**src/rtl/reg_ctrl_seq.sv**
```systemverilog
// Command sequencer for the downstream register bank: turns one accepted
// command into a timed clr/pre/load pulse or an LSB-first serial stream on d.
module reg_ctrl_seq #(
  parameter int DW      = 8,
  parameter int LEN_W   = 3,
  parameter int PULSE_W = 2
) (
  input  logic             clk,
  input  logic             rst,
  input  logic             cmd_valid,
  output logic             cmd_ready,
  input  logic [1:0]       cmd_op,
  input  logic [DW-1:0]    cmd_data,
  input  logic [LEN_W-1:0] cmd_len,
  output logic             clr,
  output logic             pre,
  output logic             load,
  output logic             data,
  output logic             d,
  output logic             busy,
  output logic             done
);

  localparam int PCW = (PULSE_W > 1) ? $clog2(PULSE_W) : 1;

  typedef enum logic [1:0] {S_IDLE, S_PULSE, S_STREAM, S_GAP} state_t;
  typedef enum logic [1:0] {OP_CLEAR, OP_PRESET, OP_LOAD, OP_STREAM} op_t;

  state_t             r_state, w_state;
  op_t                r_op, w_op, w_pop;
  logic               r_ldval, w_ldval;
  logic [DW-1:0]      r_shift, w_shift;
  logic [LEN_W-1:0]   r_cnt, w_cnt;
  logic [LEN_W-1:0]   r_last, w_last;
  logic [PCW-1:0]     r_pcnt, w_pcnt;
  logic               w_pulse_on, w_pval;
  logic               w_d, w_done;
  logic [LEN_W-1:0]   w_len_clamped;

  assign cmd_ready     = (r_state == S_IDLE) & ~rst;
  assign w_len_clamped = (int'(cmd_len) > DW - 1) ? LEN_W'(DW - 1) : cmd_len;

  // Every output strobe is registered from the next-state decode, so the
  // strobe appears the cycle after the edge that enters the state.
  always_comb begin
    // NOTE: every variable gets a default before the case so no path leaves
    // one unassigned, which would otherwise infer a latch.
    w_state    = r_state;
    w_op       = r_op;
    w_ldval    = r_ldval;
    w_shift    = r_shift;
    w_cnt      = r_cnt;
    w_last     = r_last;
    w_pcnt     = r_pcnt;
    w_pulse_on = 1'b0;
    w_pop      = r_op;
    w_pval     = r_ldval;
    w_d        = 1'b0;
    w_done     = 1'b0;
    case (r_state)
      S_IDLE: begin
        if (cmd_valid) begin
          w_op = op_t'(cmd_op);
          if (op_t'(cmd_op) == OP_STREAM) begin
            w_state = S_STREAM;
            w_cnt   = '0;
            w_last  = w_len_clamped;
            w_d     = cmd_data[0];
            w_shift = cmd_data >> 1;
          end else begin
            w_state    = S_PULSE;
            w_pcnt     = '0;
            w_ldval    = cmd_data[0];
            w_pulse_on = 1'b1;
            w_pop      = op_t'(cmd_op);
            w_pval     = cmd_data[0];
          end
        end
      end
      S_PULSE: begin
        if (r_pcnt == PCW'(PULSE_W - 1)) begin
          w_state = S_GAP;
          w_done  = 1'b1;
        end else begin
          w_pcnt     = r_pcnt + 1'b1;
          w_pulse_on = 1'b1;
        end
      end
      S_STREAM: begin
        if (r_cnt == r_last) begin
          w_state = S_GAP;
          w_done  = 1'b1;
        end else begin
          w_cnt   = r_cnt + 1'b1;
          w_d     = r_shift[0];
          w_shift = r_shift >> 1;
        end
      end
      default: w_state = S_IDLE;
    endcase
  end

  always_ff @(posedge clk) begin
    // NOTE: sequential state uses non-blocking assignments so every register
    // samples the pre-edge values regardless of statement order.
    if (rst) begin
      r_state <= S_IDLE;
      r_op    <= OP_CLEAR;
      r_ldval <= 1'b0;
      r_shift <= '0;
      r_cnt   <= '0;
      r_last  <= '0;
      r_pcnt  <= '0;
      clr     <= 1'b0;
      pre     <= 1'b0;
      load    <= 1'b0;
      data    <= 1'b0;
      d       <= 1'b0;
      busy    <= 1'b0;
      done    <= 1'b0;
    end else begin
      r_state <= w_state;
      r_op    <= w_op;
      r_ldval <= w_ldval;
      r_shift <= w_shift;
      r_cnt   <= w_cnt;
      r_last  <= w_last;
      r_pcnt  <= w_pcnt;
      clr     <= w_pulse_on & (w_pop == OP_CLEAR);
      pre     <= w_pulse_on & (w_pop == OP_PRESET);
      load    <= w_pulse_on & (w_pop == OP_LOAD);
      data    <= w_pulse_on & (w_pop == OP_LOAD) & w_pval;
      d       <= w_d;
      busy    <= (w_state != S_IDLE);
      done    <= w_done;
    end
  end

endmodule
```
**config.mk**
```make
export PLATFORM = sky130hd
export DESIGN_NAME = reg_ctrl_seq
export DESIGN_NICKNAME = d
export VERILOG_FILES = /design/src/rtl/reg_ctrl_seq.sv
export SDC_FILE = /design/constraint.sdc
export NUM_CORES = 1
export LEC_CHECK = 0
export BUFFER_PORTS_ARGS = -buffer_cell sky130_fd_sc_hd__buf_2
export CAP_MARGIN = 20
export CORE_UTILIZATION = 43
export CTS_BUF_LIST = sky130_fd_sc_hd__clkbuf_4 sky130_fd_sc_hd__clkbuf_8
export CTS_CLUSTER_SIZE = 12
export DETAILED_ROUTE_END_ITERATION = 12
export PLACE_DENSITY = 0.61
export SYNTH_ARGS = -nofsm -noshare
export SYNTH_HDL_FRONTEND = slang
export SYNTH_SLANG_ARGS = --single-unit
export TNS_END_PERCENT = 30
```
**constraint.sdc**
```tcl
create_clock -name clk -period 1.9 [get_ports clk]
set_input_delay 0.285 -clock clk [delete_from_list [all_inputs] [get_ports clk]]
set_output_delay 0.285 -clock clk [all_outputs]
set_load 0.03 [all_outputs]
```
# Word-level counts from Yosys, hierarchy flattened

Index checks and enable logic that the tools add are counted.

Register bits after elaboration: 27
Bits of input ports: 16
Output and inout bits: 8
Word-level logic and storage cells: 75

Add/subtract/negate cells: 2
Equality and inequality tests: 10
Muxes and demuxes: 34
Bitwise logic cells: 6
Reductions and logical operators: 9

Operator list:

| kind                                                                  | count |
|---|---|
| 8-bit two-way mux                                                     | 3 |
| 8-bit case mux with 2 select lines                                    | 1 |
| 1-bit two-way mux                                                     | 14 |
| 2-bit two-way mux                                                     | 7 |
| 3-bit two-way mux                                                     | 3 |
| 1-bit case mux with 2 select lines                                    | 4 |
| 2-bit equality test, second input constant                            | 3 |
| 2-bit != test, second input constant                                  | 3 |
| 2-bit case mux with 3 select lines                                    | 1 |
| 3-bit case mux with 2 select lines                                    | 1 |
| 3-bit AND reduction                                                   | 2 |
| 2-bit nonzero test                                                    | 3 |
| 1-bit bitwise AND                                                     | 5 |
| 2-bit by 1-bit equality test with 1-bit output, second input constant | 2 |
| 2-bit zero test                                                       | 2 |
| 4-bit AND reduction                                                   | 1 |
| 3-bit by 1-bit adder with 3-bit output, second input constant         | 1 |
| 3-bit equality test                                                   | 1 |
| 2-bit by 1-bit != test with 1-bit output, second input constant       | 1 |
| 2-bit AND reduction                                                   | 1 |
| 1-bit adder, second input constant                                    | 1 |
| 1-bit NOT                                                             | 1 |

# Depth between registers and ports, before layout

Gate-level depths: netlist of run 1.

Depth in word-level cells: 7
Depth in mapped cells: 8
Depth with buffers taken out: 6

# Worst setup path before layout of run 1

Ideal clock, no wire load.

Path kind: register to register
From: register r_state[1]
To: register busy
Library setup time: 0.123 ns
Arrival: 1.530 ns
Required time: 1.777 ns
Path slack: 0.246 ns
Stages on the path, launching flop included: 9
Path buffers: 2
Clock period less this slack: 1.654 ns
Cells stage by stage: dfxtp_1 > inv_1 > ha_1 > buf_4 > and4_1 > buf_4 > nor2_1 > a311oi_1 > or2_2

Longest elaborated chain between the ends: 3
Elaborated cells between the ends (all ways): 8
Those cells by class: eq/ne (2); mux (4); reduce/logical (2)

Ends and longest elaborated chain:

| what                                              | RTL line | source |
|---|---|---|
| start: declaration                                | 29       | `state_t r_state, w_state;` |
| start signal: assignment                          | 122      | `r_state <= w_state;` |
| 2-bit equality test, or another cell as far along | 60       | `case (r_state)` |
| 2-bit case mux with 3 select lines (*)            | 60       |  |
| 2-bit nonzero test (*)                            | 134      | `busy <= (w_state != S_IDLE);` |
| end signal: assignment                            | 134      |  |
| end: declaration                                  | 20       | `output logic busy,` |

Every way passes the cells marked *; elsewhere a longest branch is shown, timed or not.
A chain may end at the register's enable or synchronous reset.

# Final worst setup path of run 1

From: register r_state[0]
To: output port cmd_ready

Longest elaborated chain between the ends: 2

Ends and longest elaborated chain:

| what              | RTL line | source |
|---|---|---|
| 2-bit zero test   | 40       | `assign cmd_ready = (r_state == S_IDLE) & ~rst;` |
| 1-bit bitwise AND | 40       |  |
| end: declaration  | 11       | `output logic cmd_ready,` |

Every way passes these cells.

==> flow_metrics.env, run 1 <==
export IMPL_ff2ff_setup_slack_ps=120
export IMPL_power_density_nw_per_um2=955
export IMPL_p_leak_uw=0.000574
export IMPL_viasPerCell=5.64
export IMPL_synth_area_um2=1240
export IMPL_final_area_um2=1420
export IMPL_setup_viol=0
export IMPL_grt_max_degree=25
export IMPL_syn_inst=139
export IMPL_fin_skew_ps=8.43
export IMPL_relSlewSlack_pct=69.6
export IMPL_ys_seq_area_share_pct=41.9
export IMPL_numPortBuffers=23
export IMPL_period_share_pct=96.0
export IMPL_layout_common_cells="dfxtp_1, buf_2, a21oi_1"
export IMPL_irDropWorstVdd_mv=0.795
export IMPL_arrival_ps=1540
export IMPL_slowest_stage="dfxtp_1"
export IMPL_synth_area_per_cell_um2=8.95
export IMPL_die_area_um2=3110
export IMPL_die_width_um=55.8
export IMPL_mostFrequentLayoutCell="dfxtp_1"
export IMPL_ys_ff_latch=26
export IMPL_hold_path_startpoint="cmd_len[1]"
export IMPL_hpwl_um=1950
export IMPL_postCtsSetupBuffers=0
export IMPL_max_stage_delay_ps=370
export IMPL_drc=0
export IMPL_htree_num_levels=1
export IMPL_cts_buffers=3
export IMPL_slew_viol_final=0
export IMPL_clk_pin_slew_worst_paths_ps=130
export IMPL_synth_top_area_share_pct=41.9
export IMPL_status="completed"
export IMPL_coreArea_um2=2760
export IMPL_cap_violations=0
export IMPL_worstSetupStartpoint="r_state[0]"
export IMPL_diodes=0
export IMPL_synth_distinct_cells=31
export IMPL_fillers=279
export IMPL_vias=1095
export IMPL_timing_rr_end="r_shift[0]"
export IMPL_drive_gt1_share_pct=23.3
export IMPL_drt_pass1_iter_count=4
export IMPL_cp_end_kind="primary output"
export IMPL_drt_total_wl_um=2640
export IMPL_place_area_um2=1400
export IMPL_required_ps=1620
export IMPL_r2r_cells=7
export IMPL_placementRows=19
export IMPL_worst_slew_pin_transition_ps=456
export IMPL_cts_sinks=26
export IMPL_synth_area_leaders="dfxtp_1, a21oi_1, ha_1, a311oi_1, mux2i_1"
export IMPL_start_kind="flop"
export IMPL_worstHoldEndpoint="r_last[1]"
export IMPL_syn_num_nets=161
export IMPL_cts_tree="yes"
export IMPL_grt_pass1_wl_um=4550
export IMPL_cts_root_buf="clkbuf_4"
export IMPL_gr_total_overflow=0
export IMPL_io_pins=24
export IMPL_p_total_uw=1360
export IMPL_start_util_pct=45.1
export IMPL_antenna_found_initial=0
export IMPL_hp_class="in -> reg"
export IMPL_synth_edff_count=0
export IMPL_min_period_ps=1820
export IMPL_rsz0062_at_grt="true"
export IMPL_hold_viol=0
export IMPL_yosysWarnings=0
export IMPL_areaGrowthSynthToFinish_pct=14.4
export IMPL_first_iter_violations=34
export IMPL_synthFlopType="dfxtp_1"
export IMPL_crit_chain="inv_1 > ha_2 > inv_1 > nor2_1 > buf_2"
export IMPL_r2r_start="r_state[0]"
export IMPL_clockBufferDepth=2
export IMPL_grt_pass1_vias=1002
export IMPL_path_class="reg -> out"
export IMPL_yosysTopAreaCell="dfxtp_1"
export IMPL_dieHeight_um=55.8
export IMPL_routabilityCongestion=0.822
export IMPL_routedWlPerCell_um=13.6
export IMPL_clkLatencyLatePin_ps=320
export IMPL_detail_route_antenna_nets=0
export IMPL_hold_depth=3
export IMPL_grt_usage_pct=18.3
export IMPL_cp_common_cell="inv_1"
export IMPL_max_freq_mhz=548
export IMPL_async_reset_ff_share_pct=0
export IMPL_nets=187
export IMPL_path_max_fanout=9
critical path, delay by kind of cell (launching register included):
family / cells / cell delay, ps
adder cells (fa/ha/maj): 1 / 280
buffers and inverters: 3 / 450
flip-flops: 1 / 370
AND/OR/NAND/NOR: 1 / 120
report_power, final:
group / internal, uW / total [uW] / switching [uW] / leakage [uW]
Sequential: 608 / 646 / 38.2 / 0.000212
Combinational: 191 / 485 / 294 / 0.000348
Clock: 74.2 / 228 / 153 / 0.0000138
stage by stage:
stage                     utilization [%]  cells  worst slack [ps]  TNS (ps)  hold WS (ps)
after detailed placement             50.6    191              75.1         0           474
after global routing                 51.6    194             -33.1     -33.1           192
after floorplan                         -    139               246         0           362
after CTS                            51.5    194              83.5         0           189
final                                51.6    194              76.6         0           194
after global placement               50.6    191               192         0           462
state kept, by name, summed over array words and instances (netlist names):
name / cells
r_shift: 7
r_cnt: 3
r_last: 3
r_op: 2
r_state: 2
busy: 1
clr: 1
d: 1
data: 1
done: 1
load: 1
pre: 1
r_ldval: 1
r_pcnt: 1
worst max path at each step:
stage / to / slack (ps) / cells after the start
3_3_place_gp: r_shift[0] / 190 / 7
5_1_grt: cmd_ready / -30 / 5
4_1_cts: cmd_ready / 80 / 5
2_1_floorplan: busy / 250 / 8
3_5_place_dp: data / 80 / 6
6_report: cmd_ready / 80 / 5
area by class of cell:
cell class | count | area (um^2) | share of cell area, %
clock buffers | 3 | 22.5 | 1.58
flip-flops and latches | 26 | 520 | 36.6
well taps | 31 | 38.8 | 2.73
multi-input cells | 99 | 658 | 46.3
inverters | 6 | 22.5 | 1.58
repair buffers | 29 | 160 | 11.3
repair_timing:
action	in CTS	in global routing
setup endpoints to repair	1	2
resized for setup	1	1
hold buffers	0	0
cell usage after synthesis (3+ instances only):
library cell and count:
nand4_1 3, ha_1 6, nand3_1 5, buf_4 4
xnor2_1 3, o21ai_0 7, nor3_1 3, nor2_1 11
a311oi_1 8, mux2i_1 7, a21oi_1 18, dfxtp_1 26
nand2_1 9, inv_1 6
layer usage:
| metal | GRT usage (%) | vias up | share of wire, % |
|---|---|---|---|
| li1 | - | 559 | - |
| met1 | 24.5 | 513 | 47 |
| met2 | 29.8 | 21 | 48 |
| met4 | 3.93 | 0 | 0.68 |
| met3 | 4.88 | 2 | 4.2 |
| met5 | 0 | - | 0 |
logic make-up (layout without fill, tap and decap cells):
logic type | after synthesis | after routing | share of synthesized area [%]
AO/OA/AOI/OAI | 44 | 44 | 23.1
XOR/XNOR | 3 | 3 | 2.11
AND/OR/NAND/NOR | 39 | 39 | 15.6
buffers and inverters | 14 | 38 | 5.63
flip-flops | 26 | 26 | 41.9
adder cells (fa/ha/maj) | 6 | 6 | 6.04
multiplexers | 7 | 7 | 5.63
Power figures use the tool's default switching activity.
==> run 2, diff against run 1 <==
--- a/config.mk
+++ b/config.mk
@@ -5,13 +5,13 @@
 export SDC_FILE = /design/constraint.sdc
 export NUM_CORES = 1
 export LEC_CHECK = 0
-export BUFFER_PORTS_ARGS = -buffer_cell sky130_fd_sc_hd__buf_2
 export CAP_MARGIN = 20
 export CORE_UTILIZATION = 43
 export CTS_BUF_LIST = sky130_fd_sc_hd__clkbuf_4 sky130_fd_sc_hd__clkbuf_8
 export CTS_CLUSTER_SIZE = 12
 export DETAILED_ROUTE_END_ITERATION = 12
-export PLACE_DENSITY = 0.61
+export DONT_BUFFER_PORTS = 1
+export PLACE_DENSITY = 0.54
 export SYNTH_ARGS = -nofsm -noshare
 export SYNTH_HDL_FRONTEND = slang
 export SYNTH_SLANG_ARGS = --single-unit
==> run 2 against run 1 <==
- total power grew 2.2%
- setup slack better by 72 ps
- worst hold slack lost 180 ps
- via count decreased by 5.8%
- flip-flop and latch count is the same
- wire length is essentially flat
- sequential power rose by 6.2%
- critical endpoint unchanged
- largest power group unchanged
==> flow_metrics.env, run 2 (synthesized netlist as in run 1, its figures left out) <==
export IMPL_postCtsSetupBuffers=0
export IMPL_start_kind="flop"
export IMPL_grt_pass1_vias=944
export IMPL_path_class="reg -> out"
export IMPL_place_area_um2=1290
export IMPL_first_iter_violations=51
export IMPL_gr_total_overflow=0
export IMPL_timing_rr_end="data"
export IMPL_relSlewSlack_pct=62.8
export IMPL_cts_sinks=26
export IMPL_antenna_found_initial=0
export IMPL_cp_end_kind="primary output"
export IMPL_p_sw_uw=480
export IMPL_clkLatencyLatePin_ps=310
export IMPL_hold_viol=0
export IMPL_fin_ws_ps=149
export IMPL_diodes=0
export IMPL_final_area_um2=1360
export IMPL_io_pins=24
export IMPL_power_density_nw_per_um2=1020
export IMPL_cts_buffers=3
export IMPL_hold_path_startpoint="rst"
export IMPL_min_period_ps=1750
export IMPL_p_seq_share_pct=49.4
export IMPL_areaGrowthSynthToFinish_pct=9.26
export IMPL_required_ps=1620
export IMPL_largest_register_ff_count=7
export IMPL_routabilityCongestion=0.793
export IMPL_r2r_start="r_state[0]"
export IMPL_setup_viol=0
export IMPL_cts_root_buf="clkbuf_4"
export IMPL_ff2ff_setup_slack_ps=180
export IMPL_drc=0
export IMPL_slowest_stage="dfxtp_1"
export IMPL_layout_common_cells="dfxtp_1, a21oi_1, nor2_1"
export IMPL_r2r_cells=6
export IMPL_crit_buf_inv=3
export IMPL_hpwl_um=1860
export IMPL_p_total_uw=1390
export IMPL_viasPerCell=5.90
export IMPL_vias=1032
export IMPL_grt_pass1_wl_um=4360
export IMPL_status="completed"
export IMPL_detail_route_antenna_nets=0
export IMPL_reg_largest_list="r_shift (7), r_cnt (3), r_last (3)"
export IMPL_clockPowerShare_pct=19.9
export IMPL_max_freq_mhz=571
export IMPL_hold_depth=1
export IMPL_grt_usage_pct=17.7
export IMPL_die_area_um2=3110
export IMPL_drt_pass1_iter_count=4
export IMPL_switching_share_pct=34.5
export IMPL_placementRows=19
export IMPL_instances_no_fill=175
export IMPL_numPortBuffers=0
export IMPL_crit_family="flip-flops"
export IMPL_coreArea_um2=2760
export IMPL_drive_gt1_share_pct=11.8
export IMPL_nets=167
export IMPL_grt_max_degree=25
export IMPL_crit_chain="inv_1 > ha_4 > inv_1 > nor2_1 > buf_4"
export IMPL_post_place_cells=169
export IMPL_fin_skew_ps=3.03
export IMPL_clockBufferDepth=2
export IMPL_max_stage_delay_ps=450
export IMPL_rsz0062_at_grt="false"
export IMPL_cts_tree="yes"
export IMPL_htree_num_levels=1
export IMPL_die_width_um=55.8
export IMPL_internal_power_uw=909
export IMPL_pre_cts_ws_ps=90.9
export IMPL_p_leak_uw=0.000494
export IMPL_period_share_pct=92.2
export IMPL_regMostFlops="r_shift"
export IMPL_worst_slew_pin_transition_ps=556
export IMPL_start_util_pct=45.1
export IMPL_hp_class="in -> reg"
export IMPL_path_max_fanout=9
export IMPL_mostFrequentLayoutCell="dfxtp_1"
export IMPL_drt_total_wl_um=2640
export IMPL_power_frac_comb_pct=30.7
export IMPL_tns_ps=0
export IMPL_irDropWorstVdd_mv=0.482
export IMPL_cap_violations=0
export IMPL_dieHeight_um=55.8
export IMPL_arrival_ps=1470
export IMPL_slew_viol_final=0
export IMPL_routedWlPerCell_um=15.1
export IMPL_clk_pin_slew_worst_paths_ps=140
export IMPL_worstHoldEndpoint="r_shift[6]"
export IMPL_cp_common_cell="inv_1"
-- run 2: final cells by class --
type,instances,area [um^2]
Fill cell,287,1400
Multi-Input combinational cell,99,668
Sequential cell,26,520
Timing Repair Buffer,9,72.6
Tap cell,31,38.8
Clock buffer,4,36.3
Inverter,6,22.5
-- run 2: power by group through the flow --
stage / clock [uW] / sequential, uW / combinational, uW
final: 277 / 686 / 426
after global routing: 313 / 696 / 477
after CTS: 291 / 686 / 398
after detailed placement: 0 / 698 / 397
after global placement: 0 / 695 / 388
after floorplan: 0 / 687 / 322
-- run 2: stage by stage --
| stage | utilization (%) | hold slack, ps |
|---|---|---|
| after floorplan | - | 362 |
| after global routing | 49.3 | 0.480 |
| after global placement | 46.7 | 358 |
| after CTS | 48.0 | 0.874 |
| final | 49.3 | 16.1 |
| after detailed placement | 46.7 | 360 |
-- run 2: per-layer routing --
layer | wire length [um] | share of wire [%] | vias up | global-route usage [%]
li1 | - | - | 519 | -
met1 | 1250 | 47 | 492 | 23.9
met2 | 1280 | 48 | 19 | 28.6
met3 | 96 | 3.6 | 2 | 2.33
met4 | 17 | 0.64 | 0 | 7.50
met5 | 0 | 0 | - | 0
-- run 2: worst max path at each step --
stage | start | to | slack, ps | cells past startpoint
4_1_cts | r_state[0] | cmd_ready | 10 | 5
2_1_floorplan | r_state[1] | busy | 250 | 8
3_3_place_gp | r_state[0] | data | 170 | 6
6_report | r_state[1] | cmd_ready | 150 | 5
3_5_place_dp | r_state[0] | data | 90 | 6
5_1_grt | r_state[1] | cmd_ready | 10 | 5
-- run 2: repair_timing --
action | 4_1_cts | 5_1_grt
hold buffers | 0 | 2
endpoints found under the hold margin | 0 | 13
resized for setup | 0 | 3
endpoints found under the setup margin | 0 | 12
-- run 2: worst reg2reg max path, cell delays in order, from the launching register on --
cell,delay (ps)
dfxtp_1,370
inv_1,160
ha_4,210
nand2_1,160
nor2_1,230
o22ai_1,160
a2111oi_1,350
==> run 3, diff against run 2 <==
--- a/config.mk
+++ b/config.mk
@@ -12,6 +12,7 @@
 export DETAILED_ROUTE_END_ITERATION = 12
 export DONT_BUFFER_PORTS = 1
 export PLACE_DENSITY = 0.54
+export SKIP_LAST_GASP = 1
 export SYNTH_ARGS = -nofsm -noshare
 export SYNTH_HDL_FRONTEND = slang
 export SYNTH_SLANG_ARGS = --single-unit
==> constraint.sdc (replaced) <==
create_clock -name clk -period 1.7 [get_ports clk]
set_input_delay 0.255 -clock clk [delete_from_list [all_inputs] [get_ports clk]]
set_output_delay 0.255 -clock clk [all_outputs]
set_load 0.03 [all_outputs]
==> run 3 against run 2 <==
- clock power down 9.7%
- flip-flop and latch count unchanged
- critical endpoint is now busy
- critical path type is now reg -> reg
- register-to-register slack worse by 120 ps
- die area unchanged
- cell count up 4.0%
- total power up 13%
- highest routed layer unchanged
- sequential share of layout area down 1.5 points
- combinational power up 30%
- first-iteration DRC count down 33%
- critical path depth unchanged
- via count down 0.68%
- wire length up 2.0%
==> flow_metrics.env, run 3 (synthesized netlist as in run 1, its figures left out) <==
export IMPL_status="completed"
export IMPL_antenna_found_initial=0
export IMPL_clkLatencyLatePin_ps=310
export IMPL_diodes=0
export IMPL_mostFrequentLayoutCell="dfxtp_1"
export IMPL_htree_num_levels=1
export IMPL_p_seq_share_pct=48.7
export IMPL_gr_total_overflow=0
export IMPL_arrival_ps=1860
export IMPL_clockBufferDepth=2
export IMPL_start_kind="flop"
export IMPL_crit_family="compound AO/OA/AOI/OAI gates"
export IMPL_cts_tree="yes"
export IMPL_p_leak_uw=0.000529
export IMPL_drc=0
export IMPL_irDropWorstVdd_mv=0.795
export IMPL_hold_viol=0
export IMPL_switching_share_pct=34.9
export IMPL_die_width_um=55.8
export IMPL_start_util_pct=45.1
export IMPL_tns_ps=0
export IMPL_cp_end_kind="flop"
export IMPL_drt_total_wl_um=2690
export IMPL_internal_power_uw=1020
export IMPL_vias=1025
export IMPL_die_area_um2=3110
export IMPL_cts_root_buf="clkbuf_4"
export IMPL_viasPerCell=5.63
export IMPL_r2r_start="r_state[0]"
export IMPL_p_sw_uw=547
export IMPL_power_frac_comb_pct=35.4
export IMPL_crit_chain="buf_4 > ha_1 > o31ai_1 > a311oi_1 > or2_2"
export IMPL_routedWlPerCell_um=14.8
export IMPL_instances_no_fill=182
export IMPL_r2r_cells=5
export IMPL_post_place_cells=177
export IMPL_worst_slew_pin_transition_ps=763
export IMPL_grt_pass1_vias=969
export IMPL_fin_skew_ps=2.00
export IMPL_hold_path_startpoint="cmd_len[1]"
export IMPL_ff2ff_setup_slack_ps=60
export IMPL_min_period_ps=1640
export IMPL_slew_viol_final=0
export IMPL_crit_buf_inv=1
export IMPL_grt_max_degree=21
export IMPL_detail_route_antenna_nets=0
export IMPL_required_ps=1910
export IMPL_drive_gt1_share_pct=17.2
export IMPL_grt_usage_pct=18.3
export IMPL_clockPowerShare_pct=15.9
export IMPL_hp_class="in -> reg"
export IMPL_first_iter_violations=34
export IMPL_grt_pass1_wl_um=4460
export IMPL_reg_largest_list="r_shift (7), r_cnt (3), r_last (3)"
export IMPL_areaGrowthSynthToFinish_pct=13.9
export IMPL_drt_pass1_iter_count=4
export IMPL_numPortBuffers=0
export IMPL_max_stage_delay_ps=350
export IMPL_postCtsSetupBuffers=0
export IMPL_largest_register_ff_count=7
export IMPL_path_class="reg -> reg"
export IMPL_setup_viol=0
export IMPL_pre_cts_ws_ps=26.9
export IMPL_max_freq_mhz=608
export IMPL_routabilityCongestion=0.745
export IMPL_worstHoldEndpoint="r_last[1]"
export IMPL_coreArea_um2=2760
export IMPL_cts_sinks=26
export IMPL_slowest_stage="dfxtp_1"
export IMPL_relSlewSlack_pct=49.0
export IMPL_hold_depth=2
export IMPL_fin_ws_ps=56.2
export IMPL_timing_rr_end="busy"
export IMPL_regMostFlops="r_shift"
export IMPL_layout_common_cells="dfxtp_1, a21oi_1, buf_4"
export IMPL_clk_pin_slew_worst_paths_ps=130
export IMPL_hpwl_um=1960
export IMPL_nets=175
export IMPL_placementRows=19
export IMPL_period_share_pct=96.7
export IMPL_cap_violations=0
export IMPL_cts_buffers=3
export IMPL_path_max_fanout=7
export IMPL_rsz0062_at_grt="true"
export IMPL_fillers=281
export IMPL_io_pins=24
export IMPL_dieHeight_um=55.8
export IMPL_worstSetupStartpoint="r_state[0]"
export IMPL_whs_ps=61.4
export IMPL_power_density_nw_per_um2=1110
[run 3: through the flow]
stage / util, % / cell area, um^2 / power (uW)
after CTS: 50.1 / 1380 / 1550
final: 51.4 / 1420 / 1570
after global placement: 48.9 / 1350 / 1270
after detailed placement: 48.9 / 1350 / 1280
after global routing: 51.4 / 1420 / 1680
after floorplan: - / 1240 / 1130
[run 3: cell type report]
type	count	area, um^2	share of cell area (%)
clock buffers	3	22.5	1.59
inverters	6	22.5	1.59
multi-input cells	99	678	47.9
flip-flops and latches	26	522	36.8
well taps	31	38.8	2.74
repair buffers	17	133	9.36
[run 3: routing by layer]
layer,global-route usage [%],vias up,part of all wire [%]
met4,8.57,0,0.63
li1,-,531,-
met1,24.1,479,48
met3,2.33,2,2.5
met2,29.6,13,49
met5,0,-,0
[run 3: worst max path at each step]
stage                      end  slack (ps)  cells past startpoint
floorplan                 busy          50                      8
global placement    r_shift[4]          80                      7
detailed placement    r_cnt[0]          30                      6
CTS                 r_shift[5]           3                      7
global route         cmd_ready         -20                      5
finish                    busy          60                      5
[run 3: repair_timing]
action / 4_1_cts / 5_1_grt
endpoints found under the setup margin: 2 / 11
hold buffers: 1 / 1
gates resized for setup: 1 / 5
hold endpoints to repair: 20 / 2
pin swaps: 0 / 0
[run 3: worst register-to-register path, cell delays in order, from the launching register on]
cell,delay [ps]
dfxtp_1,350
buf_4,150
ha_1,280
o31ai_1,300
a311oi_1,170
or2_2,310
[run 3: power by group through the flow]
stage	logic, uW	registers, uW	clock network, uW
after floorplan	360	768	0
after global placement	496	770	0
after detailed placement	513	772	0
after CTS	529	758	263
after global routing	616	773	295
final	554	764	250
